===== config.mk =====
export PLATFORM = sky130hd
export DESIGN_NAME = axis_downsizer
export DESIGN_NICKNAME = d
export VERILOG_FILES = /design/src/rtl/rfsoc_config.sv /design/src/rtl/axis_downsizer.sv
export SDC_FILE = /design/constraint.sdc
export NUM_CORES = 1
export LEC_CHECK = 0
export BUFFER_PORTS_ARGS = -buffer_cell sky130_fd_sc_hd__buf_4
export CORE_MARGIN = 5
export CORE_UTILIZATION = 45
export CTS_BUF_LIST = sky130_fd_sc_hd__clkbuf_16
export CTS_CLUSTER_SIZE = 10
export DETAILED_ROUTE_END_ITERATION = 16
export GPL_TIMING_DRIVEN = 0
export PLACE_DENSITY = 0.79
export SETUP_SLACK_MARGIN = 0.4
export SLEW_MARGIN = 20
export SYNTH_ARGS = -nofsm -noshare
export SYNTH_HDL_FRONTEND = slang
export SYNTH_SLANG_ARGS = --single-unit

===== constraint.sdc =====
create_clock -name clk -period 3.8 [get_ports clk]
set_clock_uncertainty 0.05 [all_clocks]
set_input_delay 0.76 -clock clk [delete_from_list [all_inputs] [get_ports clk]]
set_output_delay 0.76 -clock clk [all_outputs]
set_load 0.05 [all_outputs]

===== src/rtl/rfsoc_config.sv =====
// Shared RFSoC data-path constants and helpers for the PL<->PS stream plumbing.
package rfsoc_config;

  localparam int PL_AXIS_W = 128;
  localparam int PS_AXIS_W = 32;

  // keep_count takes a fixed-width vector, so callers zero-extend narrower keeps.
  localparam int MAX_LANES = 64;
  localparam int KC_W      = $clog2(MAX_LANES) + 1;

  typedef enum logic {
    ST_EMPTY = 1'b0,
    ST_EMIT  = 1'b1
  } ds_state_e;

  function automatic logic [KC_W-1:0] keep_count(input logic [MAX_LANES-1:0] keep);
    logic [KC_W-1:0] n;
    n = '0;
    for (int i = 0; i < MAX_LANES; i++) begin
      n = n + KC_W'(keep[i]);
    end
    return n;
  endfunction

endpackage


===== src/rtl/axis_downsizer.sv =====
// AXI-Stream width downsizer: one IN_W beat becomes up to N = IN_W/OUT_W OUT_W beats,
// with lane-granular keep, tlast on the final lane and zero-bubble beat chaining.
module axis_downsizer
  import rfsoc_config::*;
#(
  parameter int IN_W      = PL_AXIS_W,
  parameter int OUT_W     = PS_AXIS_W,
  parameter bit MSB_FIRST = 1'b0,
  localparam int N        = IN_W / OUT_W,
  localparam int IDX_W    = (N > 1) ? $clog2(N) : 1,
  localparam int CNT_W    = IDX_W + 1
) (
  input  logic             clk,
  input  logic             rst,
  input  logic [IN_W-1:0]  s_axis_tdata,
  input  logic [N-1:0]     s_axis_tkeep,
  input  logic             s_axis_tlast,
  input  logic             s_axis_tvalid,
  output logic             s_axis_tready,
  output logic [OUT_W-1:0] m_axis_tdata,
  output logic             m_axis_tlast,
  output logic             m_axis_tvalid,
  input  logic             m_axis_tready,
  output logic             busy,
  output logic             keep_err
);

  if ((IN_W % OUT_W) != 0 || N < 2 || N > MAX_LANES) begin : g_bad_cfg
    $error("axis_downsizer: IN_W=%0d must be a multiple of OUT_W=%0d with 2..%0d lanes",
           IN_W, OUT_W, MAX_LANES);
  end

  ds_state_e        state_q, state_d;
  logic [IDX_W-1:0] idx_q, idx_d;
  logic [CNT_W-1:0] cnt_q, cnt_d;
  logic             last_q, last_d;
  logic [IN_W-1:0]  data_q, data_d;
  logic             keep_err_q, keep_err_d;

  logic             hold_valid;
  logic             last_lane;
  logic             m_fire;
  logic             s_fire;
  logic [KC_W-1:0]  kc_full;
  logic [CNT_W-1:0] keep_cnt;
  logic [IDX_W-1:0] sel;
  logic [OUT_W-1:0] lane [N];

  assign kc_full  = keep_count(MAX_LANES'(s_axis_tkeep));
  assign keep_cnt = CNT_W'(kc_full);

  assign hold_valid = (state_q == ST_EMIT);
  assign last_lane  = ({1'b0, idx_q} == (cnt_q - CNT_W'(1)));
  assign m_fire     = hold_valid & m_axis_tready;

  // Ready depends on m_axis_tready so the next beat loads on the final lane's transfer.
  assign s_axis_tready = !hold_valid | (m_fire & last_lane);
  assign s_fire        = s_axis_tvalid & s_axis_tready;

  for (genvar gi = 0; gi < N; gi++) begin : g_lane
    assign lane[gi] = data_q[gi*OUT_W +: OUT_W];
  end

  assign sel = MSB_FIRST ? (IDX_W'(N - 1) - idx_q) : idx_q;

  assign m_axis_tdata  = lane[sel];
  assign m_axis_tvalid = hold_valid;
  assign m_axis_tlast  = hold_valid & last_q & last_lane;
  assign busy          = hold_valid;
  assign keep_err      = keep_err_q;

  always_comb begin
    state_d    = state_q;
    idx_d      = idx_q;
    cnt_d      = cnt_q;
    last_d     = last_q;
    data_d     = data_q;
    keep_err_d = 1'b0;

    if (m_fire) begin
      if (last_lane) begin
        state_d = ST_EMPTY;
        idx_d   = '0;
      end else begin
        idx_d = idx_q + IDX_W'(1);
      end
    end

    if (s_fire) begin
      data_d = s_axis_tdata;
      last_d = s_axis_tlast;
      cnt_d  = keep_cnt;
      idx_d  = '0;
      if (keep_cnt != '0) begin
        state_d = ST_EMIT;
      end else begin
        // Empty beat: swallowed whole, including any tlast it carried.
        state_d    = ST_EMPTY;
        last_d     = 1'b0;
        keep_err_d = 1'b1;
      end
    end
  end

  always_ff @(posedge clk or negedge rst) begin
    if (!rst) begin
      state_q    <= ST_EMPTY;
      idx_q      <= '0;
      cnt_q      <= '0;
      last_q     <= 1'b0;
      data_q     <= '0;
      keep_err_q <= 1'b0;
    end else begin
      state_q    <= state_d;
      idx_q      <= idx_d;
      cnt_q      <= cnt_d;
      last_q     <= last_d;
      data_q     <= data_d;
      keep_err_q <= keep_err_d;
    end
  end

endmodule


==> results of run 1 <==
worst max-delay path by stage:
stage,startpoint,end,slack (ns),cells past startpoint
final,idx_q[1]$_DFFE_PN0P_,m_axis_tdata[14],0.84,4
after global routing,idx_q[1]$_DFFE_PN0P_,m_axis_tdata[18],0.73,4
after CTS,idx_q[1]$_DFFE_PN0P_,m_axis_tdata[28],0.80,4
after detailed placement,s_axis_tkeep[0],busy$_DFFE_PN0P_,1.11,8
after global placement,s_axis_tkeep[0],busy$_DFFE_PN0P_,1.14,8
after floorplan,s_axis_tkeep[0],busy$_DFFE_PN0P_,1.27,7
synth_stat cells, types with 2 or more instances:
master / count / share of area, %
sky130_fd_sc_hd__dfrtp_1: 136 / 54
sky130_fd_sc_hd__mux2_4: 68 / 16
sky130_fd_sc_hd__mux2_2: 63 / 11
sky130_fd_sc_hd__mux4_2: 32 / 11
sky130_fd_sc_hd__buf_2: 9 / 0.71
sky130_fd_sc_hd__inv_1: 8 / 0.47
sky130_fd_sc_hd__buf_8: 7 / 1.7
sky130_fd_sc_hd__clkbuf_1: 4 / 0.24
sky130_fd_sc_hd__buf_6: 3 / 0.53
sky130_fd_sc_hd__ha_1: 3 / 0.59
sky130_fd_sc_hd__nand2_1: 3 / 0.18
sky130_fd_sc_hd__nor2b_1: 3 / 0.30
sky130_fd_sc_hd__o21ai_0: 3 / 0.24
sky130_fd_sc_hd__and3_1: 2 / 0.20
sky130_fd_sc_hd__buf_4: 2 / 0.24
sky130_fd_sc_hd__nand3b_1: 2 / 0.24
state kept, by name, summed over array words and instances (netlist names):
| register | flops |
|---|---|
| keep_err | 1 |
| last_q | 1 |
| idx_q | 2 |
| data_q | 128 |
| cnt_q | 3 |
| busy | 1 |
routing by layer:
layer  GRT usage [%]  wire length (um)  vias to the layer above
li1                -                 -                     1720
met1            22.4              5900                     2009
met2            31.5              7510                      119
met3            8.76              1340                       20
met4            5.68               186                        0
met5               0                 0                        -
report_power, final:
group	leakage [nW]	switching [W]	internal, W
logic	2.04	0.00257	0.00244
registers	1.62	0.000397	0.00221
clock network	0.305	0.000610	0.00115
total	3.96	0.00358	0.00580
cells by family after synthesis:
logic type | after synthesis | share of synthesized area, %
multiplexers | 164 | 38.9
flip-flops | 136 | 53.7
buffers and inverters | 33 | 3.85
AND/OR/NAND/NOR | 15 | 1.40
AO/OA/AOI/OAI | 6 | 0.692
adder cells (fa/ha/maj) | 4 | 0.909
XOR/XNOR | 3 | 0.534
through the flow:
stage          instance area (sq um)  std cells  total power [W]  hold slack (ns)
6_report                        8520        747          0.00938            0.156
5_1_grt                         8520        747          0.00984            0.154
4_1_cts                         8520        747          0.00949            0.144
3_5_place_dp                    7890        715          0.00768            0.441
3_3_place_gp                    7860        714          0.00754            0.435
2_1_floorplan                   6330        361          0.00638            0.414
cell type report:
type | instances | share of cell area [%]
multi-input combinational | 192 | 31.5
tap | 180 | 2.64
timing repair buffer | 174 | 15.6
inverter | 8 | 0.352
clock inverter | 15 | 2.44
buffer | 25 | 2.51
sequential | 136 | 39.9
clock buffer | 17 | 4.99
cells in the final DEF (no fill, tap or decap), types with 2 or more instances in the layout:
master                       count
sky130_fd_sc_hd__clkinv_1        2
sky130_fd_sc_hd__nand2_1         3
sky130_fd_sc_hd__buf_2           9
sky130_fd_sc_hd__mux4_2         32
sky130_fd_sc_hd__clkbuf_16      17
sky130_fd_sc_hd__dfrtp_1       136
sky130_fd_sc_hd__buf_8           8
sky130_fd_sc_hd__o21ai_0         3
sky130_fd_sc_hd__mux2_2         63
sky130_fd_sc_hd__ha_1            3
sky130_fd_sc_hd__nor2b_1         3
sky130_fd_sc_hd__mux2_4         68
sky130_fd_sc_hd__buf_4         174
sky130_fd_sc_hd__nand3b_1        2
sky130_fd_sc_hd__bufinv_16       5
sky130_fd_sc_hd__clkbuf_1        4
sky130_fd_sc_hd__inv_1           9
sky130_fd_sc_hd__and3_1          2
sky130_fd_sc_hd__clkinv_2        3
sky130_fd_sc_hd__buf_6           3
sky130_fd_sc_hd__clkinvlp_4      3
==> out/qor.yml, run 1 <==
logic_synthesis:
  yosysWarnings: 0
  synthesis.nets: 502
  syn-cell-area_sq_um: 6330
  syn_area_per_cell_sq_um: 17.5
  synthFlopType: "sky130_fd_sc_hd__dfrtp_1"
  async_flop_share_pct: 100
  synth_cell_types: 29
  synth_edf_count: 0
  post_synth_inst_count: 361
  synth.ff_latch_count: 136
  synth.yosys.seq_area_share_pct: 53.7
global_route:
  grt.total_usage_pct: 19.0
  antenna_found_initial: 0
  grt_pass1_wl_um: 23800
  grt_max_degree: 102
  first_global_vias: 4580
  globalRouteOverflowTotal: 0
worst_setup_path:
  critical_path.slowest_cell: "sky130_fd_sc_hd__clkbuf_1"
  r2r-start: "cnt_q[0]$_DFFE_PN0P_"
  r2r_end: "data_q[52]$_DFFE_PN0P_"
  sort_of_element_at_the_end_of_the_critical_path: "output port"
  ff2ff_setup_slack_ns: 1.52
  cp_top_family: "buffers and inverters"
  setup.worst_path.start_class: "flop"
  critical_path.most_common_cell: "sky130_fd_sc_hd__buf_4"
  r2r.worst_path.cells: 8
  worst-endpoint-required_ns: 2.99
  critical_path.cell_chain: "buf_4, clkbuf_1, mux4_2, buf_4"
  crit_buf_inv: 3
  worst-setup-path-type: "flop to output port"
  critical_path_peak_fanout: 10
  cp.arrival_ns: 2.15
  critical_path.max_stage_delay_ns: 0.61
drt:
  route.final.wire_length_um: 14900
  drt_via_density: 5.18
  initialDrtViolationCount: 150
  detailroute.via_count: 3868
  antenna_violating_nets_post_route: 0
  avgRoutedWirePerCell_um: 20.0
  length_of_the_first_detailed_routing_pass_in_iterations: 4
  drcViolationCount: 0
cells_and_area:
  insertedDiodeCount: 0
  seqCellArea_sq_um: 3400
  nets: 695
  syn_to_final_growth_pct: 34.6
  post_route_cells_drive_above_1_share_pct: 68.4
  multiInputGateArea_sq_um: 2690
  num-fill-cells: 1039
  final_core_util_pct: 61.7
sta:
  final_hold_viol_count: 0
  rsz0062_at_grt: "false"
  worst_slew_pin_slew_ns: 0.785
  clock.fmax_mhz: 338
  maxSlewViolCount: 0
  post-route-worst-setup-slack_ns: 0.839
  setup-tns-final_ns: 0
  final_worst_path_cycle_share_pct: 77.9
  report.final.setup_viol: 0
  timing.slew.headroom_pct: 47.7
  fin_crit_ns: 2.96
floorplan:
  die_height_um: 129
  core_sq_um: 13800
  die_x_um: 129
  placementRows: 43
  starting_density_of_the_core_pct: 45.8
  die_area_sq_um: 16500
  num_io_pins: 174
clock_tree:
  cts_resized: 0
  clock_tree.root_cell: "sky130_fd_sc_hd__clkbuf_16"
  cts.sinks: 136
  max-clock-path-buffers: 2
  htree_num_levels: 4
  hold_buffers: 0
  insertion_delay_ns: 0.42
  cts-buffers-inserted: 17
  clk_pin_slew_worst_paths_ns: 0.06
  postCtsSetupBuffers: 0
  cts_tree: "yes"
pwr:
  vdd_drop_max_v: 0.000732
  power_per_unit_of_standard_cell_area_nw_per_um2: 1100
  leakage_nw: 3.96
placed_design:
  placement.io_buffers: 173
  routabilityCongestion: 0.765
  placement.setup.worst_slack_ns: 1.11
  detailedPlacementHpwl_um: 10800
min_path:
  hold_class: "primary input to async pin"
flow_run:
  maxCapViolCount: 0
status:
  outcome: "completed"
(Power assumes the default switching activity.)
==> run 2: changes to the inputs <==
--- a/config.mk
+++ b/config.mk
@@ -12,7 +12,7 @@
 export CTS_CLUSTER_SIZE = 10
 export DETAILED_ROUTE_END_ITERATION = 16
 export GPL_TIMING_DRIVEN = 0
-export PLACE_DENSITY = 0.79
+export PLACE_DENSITY = 0.82
 export SETUP_SLACK_MARGIN = 0.4
 export SLEW_MARGIN = 20
 export SYNTH_ARGS = -nofsm -noshare
==> constraint.sdc (replaced) <==
create_clock -name clk -period 2.4 [get_ports clk]
set_clock_uncertainty 0.05 [all_clocks]
set_input_delay 0.48 -clock clk [delete_from_list [all_inputs] [get_ports clk]]
set_output_delay 0.48 -clock clk [all_outputs]
set_load 0.05 [all_outputs]
==> run 2 against run 1 <==
Core utilization grew 8.6 points; register-to-register slack got worse by 1.5 ns; largest cell class unchanged; wire length is 17% higher; largest power group unchanged; sequential cell count stayed put; die area unchanged; sequential power grew 59%; via count grew 5.1%; setup slack got worse by 0.82 ns; total power grew 87%; critical endpoint is now m_axis_tdata[15].
==> out/qor.yml, run 2 (same netlist as run 1, synthesis figures left out) <==
drt:
  drcViolationCount: 0  # unchanged
  route.final.wire_length_um: 17400  # was 14900 um
  initialDrtViolationCount: 168  # was 150
  avgRoutedWirePerCell_um: 22.2  # was 20.0 um
  detailroute.via_count: 4064  # was 3868
  drt_via_density: 5.18  # about the same
  length_of_the_first_detailed_routing_pass_in_iterations: 4  # unchanged
  antenna_violating_nets_post_route: 0  # unchanged
clock_tree:
  max-clock-path-buffers: 2  # unchanged
  cts_tree: "yes"  # unchanged
  htree_num_levels: 4  # unchanged
  cts.sinks: 136  # unchanged
  clock_tree.root_cell: "sky130_fd_sc_hd__clkbuf_16"  # unchanged
  clk_pin_slew_worst_paths_ns: 0.06  # about the same
  insertion_delay_ns: 0.42  # about the same
  cts-buffers-inserted: 17  # unchanged
cells_and_area:
  largest_register_ffs: 128  # unchanged
  nets: 734  # was 695
  final_common_cell: "sky130_fd_sc_hd__buf_4"  # unchanged
  most_frequent_cells_in_the_layout: "sky130_fd_sc_hd__buf_4 (147), sky130_fd_sc_hd__dfrtp_1 (136), sky130_fd_sc_hd__mux2_4 (72)"  # was sky130_fd_sc_hd__buf_4 (174), sky130_fd_sc_hd__dfrtp_1 (136), sky130_fd_sc_hd__mux2_4 (68)
  registers.top_by_ff_count: "data_q"  # unchanged
  syn_to_final_growth_pct: 53.4  # was 34.6%
  post_route_cells_drive_above_1_share_pct: 71.9  # was 68.4%
  insertedDiodeCount: 0  # unchanged
  largestRegisters: "data_q (128), cnt_q (3), idx_q (2)"  # unchanged
placed_design:
  placement.io_buffers: 173  # unchanged
  routabilityCongestion: 0.792  # was 0.765
  placement.setup.worst_slack_ns: 0.0706  # was 1.11 ns
  detailedPlacementHpwl_um: 10900  # was 10800 um
sta:
  timing.slew.headroom_pct: 67.4  # was 47.7%
  maxSlewViolCount: 0  # unchanged
  report.final.setup_viol: 0  # unchanged
  final_worst_path_cycle_share_pct: 99.1
  clock.fmax_mhz: 421
  worst_slew_pin_slew_ns: 0.489  # was 0.785 ns
  post-route-worst-setup-slack_ns: 0.0224  # was 0.839 ns
  fin_crit_ns: 2.38
  fin_worst_hold_slack_ns: 0.234  # was 0.156 ns
  rsz0062_at_grt: "true"  # was false
  setup-tns-final_ns: 0  # unchanged
  final_hold_viol_count: 0  # unchanged
global_route:
  grt_max_degree: 75  # was 102
  antenna_found_initial: 0  # unchanged
  grt.total_usage_pct: 21.1  # was 19.0%
  grt_pass1_wl_um: 25900  # was 23800 um
  first_global_vias: 4741  # was 4580
  globalRouteOverflowTotal: 0  # unchanged
min_path:
  hold_class: "primary input to flop"  # was primary input to async pin
worst_setup_path:
  setup.worst_path.start_class: "flop"  # unchanged
  cp.arrival_ns: 1.85  # was 2.15 ns
  critical_path_peak_fanout: 7  # was 10
  worst-endpoint-required_ns: 1.87  # was 2.99 ns
  worst-setup-path-type: "flop to output port"  # unchanged
  sort_of_element_at_the_end_of_the_critical_path: "output port"  # unchanged
pwr:
  leakage_nw: 4.42  # was 3.96 nW
  vdd_drop_max_v: 0.00103  # was 0.000732 V
  post-layout-total-power_w: 0.0176  # was 0.00938 W
  power_per_unit_of_standard_cell_area_nw_per_um2: 1810  # was 1100 nW/um^2
floorplan:
  num_io_pins: 174  # unchanged
  die_area_sq_um: 16500  # unchanged
  die_x_um: 129  # unchanged
  die_height_um: 129  # unchanged
  core_sq_um: 13800  # unchanged
  starting_density_of_the_core_pct: 45.8  # unchanged
  placementRows: 43  # unchanged
status:
  outcome: "completed"  # unchanged
flow_run:
  maxCapViolCount: 0  # unchanged
[run 2: final timing paths]
kind	startpoint	cells past startpoint	to	slack [ns]
worst max-delay path	idx_q[0]$_DFFE_PN0P_	4	m_axis_tdata[15]	0.02
worst min-delay path	s_axis_tdata[34]	2	data_q[34]$_DFFE_PN0P_	0.23
worst max register to register	cnt_q[0]$_DFFE_PN0P_	11	data_q[61]$_DFFE_PN0P_	0.03
worst min register to register	data_q[120]$_DFFE_PN0P_	1	data_q[120]$_DFFE_PN0P_	0.45
max in group asynchronous	rst	3	data_q[40]$_DFFE_PN0P_	1.04
min in group asynchronous	rst	2	data_q[27]$_DFFE_PN0P_	0.54
[run 2: through the flow]
step	cells	area, sq um	utilization [%]
after floorplan	361	6370	-
after global placement	714	7890	57.1
after detailed placement	715	7930	57.3
after CTS	778	9470	68.5
after global routing	785	9710	70.3
final	785	9710	70.3
[run 2: final cells by class]
class                           count  area, sq um
Multi-Input combinational cell    192         2780
Buffer                             25          408
Clock inverter                     14          140
Clock buffer                       17          425
Tap cell                          180          225
Inverter                            8         37.5
Timing Repair Buffer              213         2290
Sequential cell                   136         3400
Fill cell                         898         4110
[run 2: worst max-delay path: stages (launching register included)]
cell and delay, ns:
sky130_fd_sc_hd__dfrtp_1 0.38, sky130_fd_sc_hd__buf_12 0.17, sky130_fd_sc_hd__clkbuf_16 0.17, sky130_fd_sc_hd__mux4_2 0.53, sky130_fd_sc_hd__buf_8 0.17
[run 2: power breakdown]
group	switching, W	leakage, nW	internal, W
clock	0.000934	0.281	0.00159
combinational	0.00479	2.52	0.00608
sequential	0.000655	1.62	0.00350
total	0.00638	4.42	0.0112
[run 2: repair_timing]
item	4_1_cts	5_1_grt
hold buffers	1	0
buffers inserted	16	4
pin swaps	1	0
cloned	15	3
endpoints found under the setup margin	167	167
gates resized for setup	116	26
endpoints found under the hold margin	62	0
[run 2: per-layer routing]
layer	vias up	track usage, %	share of wire (%)
li1	1805	-	-
met1	2091	25.5	40
met4	0	7.97	2.4
met3	34	6.14	5.8
met2	134	35.9	52
met5	-	0	0
